**src/rtl/submit_table_cfg_arbiter_pkg.sv**
```systemverilog
// Shared definitions for the submit slot table configuration arbiter:
// FSM state encodings, requester ids and default geometry.
package submit_table_cfg_arbiter_pkg;

  typedef enum logic [2:0] {
    ST_IDLE  = 3'd0,
    ST_WR    = 3'd1,
    ST_REJ   = 3'd2,
    ST_RD    = 3'd3,
    ST_RWAIT = 3'd4,
    ST_RACK  = 3'd5
  } state_t;

  localparam logic REQ_A = 1'b0;
  localparam logic REQ_B = 1'b1;

  localparam int DEF_ADDR_W = 10;
  localparam int DEF_DATA_W = 16;
  localparam int DEF_RD_LAT = 2;

endpackage

```
**src/rtl/cfg_rr_arbiter2.sv**
```systemverilog
// Two-way round-robin pick with a last_grant register; the pick is purely
// combinational and last_grant only moves when the owner FSM allows it.
module cfg_rr_arbiter2
  import submit_table_cfg_arbiter_pkg::*;
(
  input  logic clk,
  input  logic rst_n,
  input  logic req_a,
  input  logic req_b,
  input  logic update,
  output logic any_req,
  output logic pick
);

  logic last_grant;

  assign any_req = req_a | req_b;

  // With both requesting, the side that did not win last time goes next.
  always_comb begin
    pick = ~last_grant;
    if (req_a && !req_b) begin
      pick = REQ_A;
    end else if (!req_a && req_b) begin
      pick = REQ_B;
    end
  end

  always_ff @(posedge clk or negedge rst_n) begin
    if (!rst_n) begin
      last_grant <= REQ_B;
    end else if (update && any_req) begin
      last_grant <= pick;
    end
  end

endmodule

```
**src/rtl/submit_table_cfg_arbiter.sv**
```systemverilog
// Shares the submit slot table config port between the management interface (A)
// and the config-frame parser (B): one single-word read or write in flight at a time.
module submit_table_cfg_arbiter
  import submit_table_cfg_arbiter_pkg::*;
#(
  parameter int ADDR_W = DEF_ADDR_W,
  parameter int DATA_W = DEF_DATA_W,
  parameter int RD_LAT = DEF_RD_LAT
) (
  input  logic              i_clk,
  input  logic              i_rst_n,
  input  logic              i_table_lock,
  input  logic              i_a_req,
  input  logic              i_a_wr,
  input  logic [ADDR_W-1:0] iv_a_addr,
  input  logic [DATA_W-1:0] iv_a_wdata,
  input  logic              i_b_req,
  input  logic              i_b_wr,
  input  logic [ADDR_W-1:0] iv_b_addr,
  input  logic [DATA_W-1:0] iv_b_wdata,
  output logic              o_a_ack,
  output logic              o_a_err,
  output logic [DATA_W-1:0] ov_a_rdata,
  output logic              o_b_ack,
  output logic              o_b_err,
  output logic [DATA_W-1:0] ov_b_rdata,
  output logic [ADDR_W-1:0] ov_table_addr,
  output logic [DATA_W-1:0] ov_table_wdata,
  output logic              o_table_wr,
  output logic              o_table_rd,
  input  logic [DATA_W-1:0] iv_table_rdata,
  output logic [7:0]        ov_reject_cnt
);

  localparam logic [2:0] LAST_WAIT = 3'(RD_LAT - 1);

  state_t            state, state_next;
  logic              pick, any_req, owner;
  logic [2:0]        wait_cnt;
  logic              grant_en, win_wr, wait_done, rejecting;
  logic              a_ack_next, b_ack_next, a_err_next, b_err_next;
  logic [ADDR_W-1:0] win_addr;
  logic [DATA_W-1:0] win_wdata;

  cfg_rr_arbiter2 u_rr (
    .clk     (i_clk),
    .rst_n   (i_rst_n),
    .req_a   (i_a_req),
    .req_b   (i_b_req),
    .update  (state == ST_IDLE),
    .any_req (any_req),
    .pick    (pick)
  );

  assign win_wr    = (pick == REQ_B) ? i_b_wr     : i_a_wr;
  assign win_addr  = (pick == REQ_B) ? iv_b_addr  : iv_a_addr;
  assign win_wdata = (pick == REQ_B) ? iv_b_wdata : iv_a_wdata;

  always_comb begin
    state_next = state;
    grant_en   = 1'b0;
    case (state)
      ST_IDLE: begin
        if (any_req) begin
          grant_en = 1'b1;
          if (win_wr) begin
            state_next = i_table_lock ? ST_REJ : ST_WR;
          end else begin
            state_next = ST_RD;
          end
        end
      end
      ST_WR:    state_next = ST_IDLE;
      ST_REJ:   state_next = ST_IDLE;
      ST_RD:    state_next = ST_RWAIT;
      ST_RWAIT: if (wait_cnt == LAST_WAIT) state_next = ST_RACK;
      ST_RACK:  state_next = ST_IDLE;
      default:  state_next = ST_IDLE;
    endcase
  end

  // Write acks are issued at grant so they line up with the strobe; read acks
  // are issued as the data is captured so rdata is valid from the ack cycle.
  assign wait_done  = (state == ST_RWAIT) && (wait_cnt == LAST_WAIT);
  assign rejecting  = grant_en && win_wr && i_table_lock;
  assign a_ack_next = (grant_en && win_wr && pick == REQ_A) || (wait_done && owner == REQ_A);
  assign b_ack_next = (grant_en && win_wr && pick == REQ_B) || (wait_done && owner == REQ_B);
  assign a_err_next = rejecting && pick == REQ_A;
  assign b_err_next = rejecting && pick == REQ_B;

  always_ff @(posedge i_clk or negedge i_rst_n) begin
    if (!i_rst_n) begin
      state          <= ST_IDLE;
      owner          <= REQ_A;
      wait_cnt       <= 3'd0;
      o_a_ack        <= 1'b0;
      o_a_err        <= 1'b0;
      ov_a_rdata     <= '0;
      o_b_ack        <= 1'b0;
      o_b_err        <= 1'b0;
      ov_b_rdata     <= '0;
      ov_table_addr  <= '0;
      ov_table_wdata <= '0;
      o_table_wr     <= 1'b0;
      o_table_rd     <= 1'b0;
      ov_reject_cnt  <= 8'd0;
    end else begin
      state      <= state_next;
      o_table_wr <= grant_en && win_wr && !i_table_lock;
      o_table_rd <= grant_en && !win_wr;
      o_a_ack    <= a_ack_next;
      o_b_ack    <= b_ack_next;
      o_a_err    <= a_err_next;
      o_b_err    <= b_err_next;
      wait_cnt   <= (state == ST_RWAIT) ? wait_cnt + 3'd1 : 3'd0;
      if (grant_en) begin
        owner          <= pick;
        ov_table_addr  <= win_addr;
        ov_table_wdata <= win_wdata;
      end
      if (wait_done) begin
        if (owner == REQ_B) begin
          ov_b_rdata <= iv_table_rdata;
        end else begin
          ov_a_rdata <= iv_table_rdata;
        end
      end
      if (rejecting && ov_reject_cnt != 8'hFF) begin
        ov_reject_cnt <= ov_reject_cnt + 8'd1;
      end
    end
  end

endmodule
```
**config.mk**
```make
export PLATFORM = sky130hd
export DESIGN_NAME = submit_table_cfg_arbiter
export DESIGN_NICKNAME = d
export VERILOG_FILES = /design/src/rtl/submit_table_cfg_arbiter_pkg.sv /design/src/rtl/cfg_rr_arbiter2.sv /design/src/rtl/submit_table_cfg_arbiter.sv
export SDC_FILE = /design/constraint.sdc
export NUM_CORES = 1
export LEC_CHECK = 0
export CORE_AREA = 4 4 92 94
export CTS_CLUSTER_SIZE = 14
export DETAILED_ROUTE_END_ITERATION = 7
export DIE_AREA = 0 0 96 98
export HOLD_SLACK_MARGIN = 0.06
export PLACE_DENSITY = 0.9
export SLEW_MARGIN = 25
export SYNTH_ARGS = -nofsm -noshare
export SYNTH_HDL_FRONTEND = slang
export SYNTH_SLANG_ARGS = --single-unit
```
**constraint.sdc**
```tcl
create_clock -name i_clk -period 5.3 [get_ports i_clk]
set_clock_uncertainty 0.15 [all_clocks]
set_input_delay 0.795 -clock i_clk [delete_from_list [all_inputs] [get_ports i_clk]]
set_output_delay 0.795 -clock i_clk [all_outputs]
set_load 0.01 [all_outputs]
```
==> flow_summary.json <==
{
  "status": "finished, final reports clean",
  "top_layer": "met4",
  "grt_first_pass_wirelength_mm": 13.09,
  "antenna_found_initial": 0,
  "max-vdd-ir-drop_mv": 0.2565,
  "fp.dieW_um": 96,
  "leakagePower_nw": 2.255,
  "cts.sinks": 80,
  "path_class": "input port to flop",
  "pwr-share-comb_pct": 43.3,
  "syn_inst": 264,
  "ys_ff_latch": 80,
  "cts_hold_buf": 0,
  "yosys.area.top_type": "dfrtp_1",
  "finalHoldViolCount": 0,
  "worstSetupStartpointType": "input port",
  "slew_violations": 0,
  "asyncSetResetFlopFracSynth_pct": 100.0,
  "hold-path-endpoint": "wait_cnt[0]$_DFF_PN0_",
  "drtAntennaViolNets": 0,
  "cts_tree": "built",
  "final_net_count": 489,
  "power_density_nw_per_um2": 523.9,
  "final_cell_mix": "145 x clkdlybuf4s50_1, 79 x dfrtp_1, 35 x nand2_1, 33 x mux2_2, 27 x o21ai_0",
  "cts_resized": 0,
  "synth_top_area_share_pct": 59.38,
  "grt_max_degree": 81,
  "io_buffers": 146,
  "area_delta_synth_final_pct": 54.15,
  "ctsLongestPathBuffers": 2,
  "clkTransAtPathRegs_ns": 0.08,
  "fin_setup_tns_ns": 0,
  "drt_iter0_markers": 92,
  "wire_per_inst_um": 15.65,
  "crit_slowest_cell": "clkdlybuf4s50_1",
  "period_needed_ns": 2.678,
  "hold_depth": 1,
  "drt-met1-wl_mm": 3.422,
  "grt_usage_pct": 17.75,
  "grt_overflow": 0,
  "initial_utilization_pct": 43.54,
  "drtPass1Iterations": 4,
  "cp-end-kind": "flop",
  "met3_length_um": 765,
  "cts_inserted_buffers": 9,
  "ys_seq_area_share_pct": 60.17,
  "vias": 2554,
  "path_max_fanout": 4,
  "synth_edf_count": 0,
  "hp-class": "flop to flop",
  "cts_root_buf": "clkbuf_8",
  "route.detailed.drc": 0,
  "min_from": "wait_cnt[0]$_DFF_PN0_",
  "dpl.hpwl_mm": 6.024,
  "intPower_mw": 1.827,
  "dieArea_um2": 9408,
  "drv_cap": 0,
  "postCtsSetupRepairBufs": 0,
  "rows": 32,
  "cp_cell_sequence": "clkdlybuf4s50_1 -> a21bo_1 -> and3b_4 -> or2_4 -> or4_4 -> xnor2_2",
  "arrival_ns": 2.76,
  "syn-num-nets": 342,
  "netlist_area_um2": 3329,
  "wl_mm": 8.105,
  "rrSetupSlack_ns": 2.99,
  "ctsHtreeMaxLevel": 3,
  "sw_frac_of_total_pct": 32.06,
  "synth-main-ff-cell": "dfrtp_1",
  "ys_warn_count": 0,
  "clock_power_share_pct": 18.6,
  "rsz0062_at_grt": "no",
  "pin_count": 147,
  "p_switching_mw": 0.8619,
  "gp_congestion": 0.7553,
  "r2r_cells": 5,
  "worstMarginPinSlew_ns": 0.8623,
  "holdWs_ns": 0.3243,
  "max_freq_mhz": 373.4,
  "required_ns": 5.38,
  "vias_per_cell": 4.931,
  "wl_met2_mm": 3.804,
  "crit_buf_inv": 1,
  "drive_gt1_share_pct": 14.42,
  "critical-path-top-delay-family": "simple AND/OR/NAND/NOR gates",
  "synth.area.top_cells": "dfrtp_1 59%, mux2_2 11%, mux2i_1 7.8%, o21ai_0 4.2%, nand2_1 3.9%",
  "timing.rr.end": "ov_b_rdata[8]$_DFFE_PN0P_",
  "syn_area_per_cell_um2": 12.61,
  "slew_headroom_pct": 42.51,
  "finalCritPeriodShare_pct": 50.53,
  "nFillCells": 566,
  "layout_commonest_cell": "clkdlybuf4s50_1",
  "clock_latency_ns": 0.34,
  "setup_violations": 0,
  "synth.distinct_cells": 36,
  "die_h_um": 98,
  "r2r_start": "state[0]$_DFFE_PN0P_",
  "slowest_delay_ns": 0.57,
  "core_um2": 7647,
  "p_seq_share_pct": 38.1,
  "antenna_cells": 0,
  "grt_pass1_vias": 2696
}
how the worst max path moves through the flow:
stage | cells past startpoint | to | start | slack [ns]
floorplan | 5 | ov_reject_cnt[5]$_DFFE_PN0P_ | i_a_req | 2.91
CTS | 6 | ov_reject_cnt[5]$_DFFE_PN0P_ | i_b_req | 2.65
global route | 5 | ov_table_addr[3]$_DFFE_PN0N_ | i_a_req | 2.55
finish | 6 | ov_reject_cnt[5]$_DFFE_PN0P_ | i_b_req | 2.62
global placement | 6 | ov_reject_cnt[5]$_DFFE_PN0P_ | i_b_req | 2.31
detailed placement | 6 | ov_reject_cnt[5]$_DFFE_PN0P_ | i_b_req | 2.27
power groups by stage:
stage                     Clock (mW)  Sequential, mW  Combinational, mW
after floorplan                    0            1.13              0.400
after global placement             0            1.02               1.12
after detailed placement           0            1.04               1.18
after CTS                      0.515            1.03               1.19
after global routing           0.544            1.06               1.27
final                          0.499            1.02               1.17
stage by stage:
stage          setup WS (ns)  utilization (%)  total power [mW]  instances  cell area [um^2]
2_1_floorplan          2.911                -             1.529        264              3329
3_5_place_dp           2.271            64.17             2.217        502              4907
5_1_grt                2.549            67.11             2.870        518              5132
6_report               2.622            67.11             2.689        518              5132
3_3_place_gp           2.308            63.81             2.140        501              4880
4_1_cts                2.650            67.06             2.727        518              5129
flip-flops by register name, summed over array words and instances, names as in the netlist:
signal	cells
o_b_err	1
o_a_ack	1
ov_table_addr	10
o_table_wr	1
owner	1
ov_reject_cnt	8
o_table_rd	1
state	3
ov_b_rdata	16
wait_cnt	3
ov_table_wdata	16
u_rr.last_grant	1
o_a_err	1
ov_a_rdata	16
o_b_ack	1
cell usage after synthesis, types with 2 or more instances:
master,count
dfrtp_1,79
nand2_1,35
mux2_2,33
o21ai_0,28
mux2i_1,26
nor2_1,9
clkbuf_1,6
xnor2_1,6
buf_2,5
nand4_1,4
ha_1,3
a21o_1,2
and3_1,2
nand3_1,2
nor3_1,2
o21a_1,2
routing by layer:
metal  up-vias  track usage, %
met5         -               0
li1       1213               -
met3        11           6.626
met2       112           28.31
met4         0           5.908
met1      1218           22.09
layout make-up:
| class | count | area [um^2] | share of cell area (%) |
|---|---|---|---|
| Multi-Input combinational cell | 171 | 1279 | 24.91 |
| Inverter | 1 | 3.754 | 0.07314 |
| Clock inverter | 4 | 76.32 | 1.487 |
| Sequential cell | 80 | 2003 | 39.03 |
| Timing Repair Buffer | 148 | 1498 | 29.18 |
| Clock buffer | 12 | 145.1 | 2.828 |
| Tap cell | 102 | 127.6 | 2.487 |
worst reg2reg max path, stage by stage, from the launching register on:
cell and delay [ns]:
dfrtp_1 0.40, nor2_1 0.12, nand2_1 0.13, nor3b_1 0.36, nand2_1 0.56, mux2_2 0.47
cell families (layout without fill, tap and decap cells):
logic type	count (synthesis)	after routing	synth area share [%]
adders and majority gates	3	3	1.128
and+or+nand+nor	64	64	9.320
DFF	80	80	60.17
buffers and inverters	13	165	1.766
AOI/OAI and AO/OA	37	37	6.313
xor gates and xnor gates	8	8	2.330
muxes	59	59	18.98
Note: power is estimated with default switching activity, not from simulation.
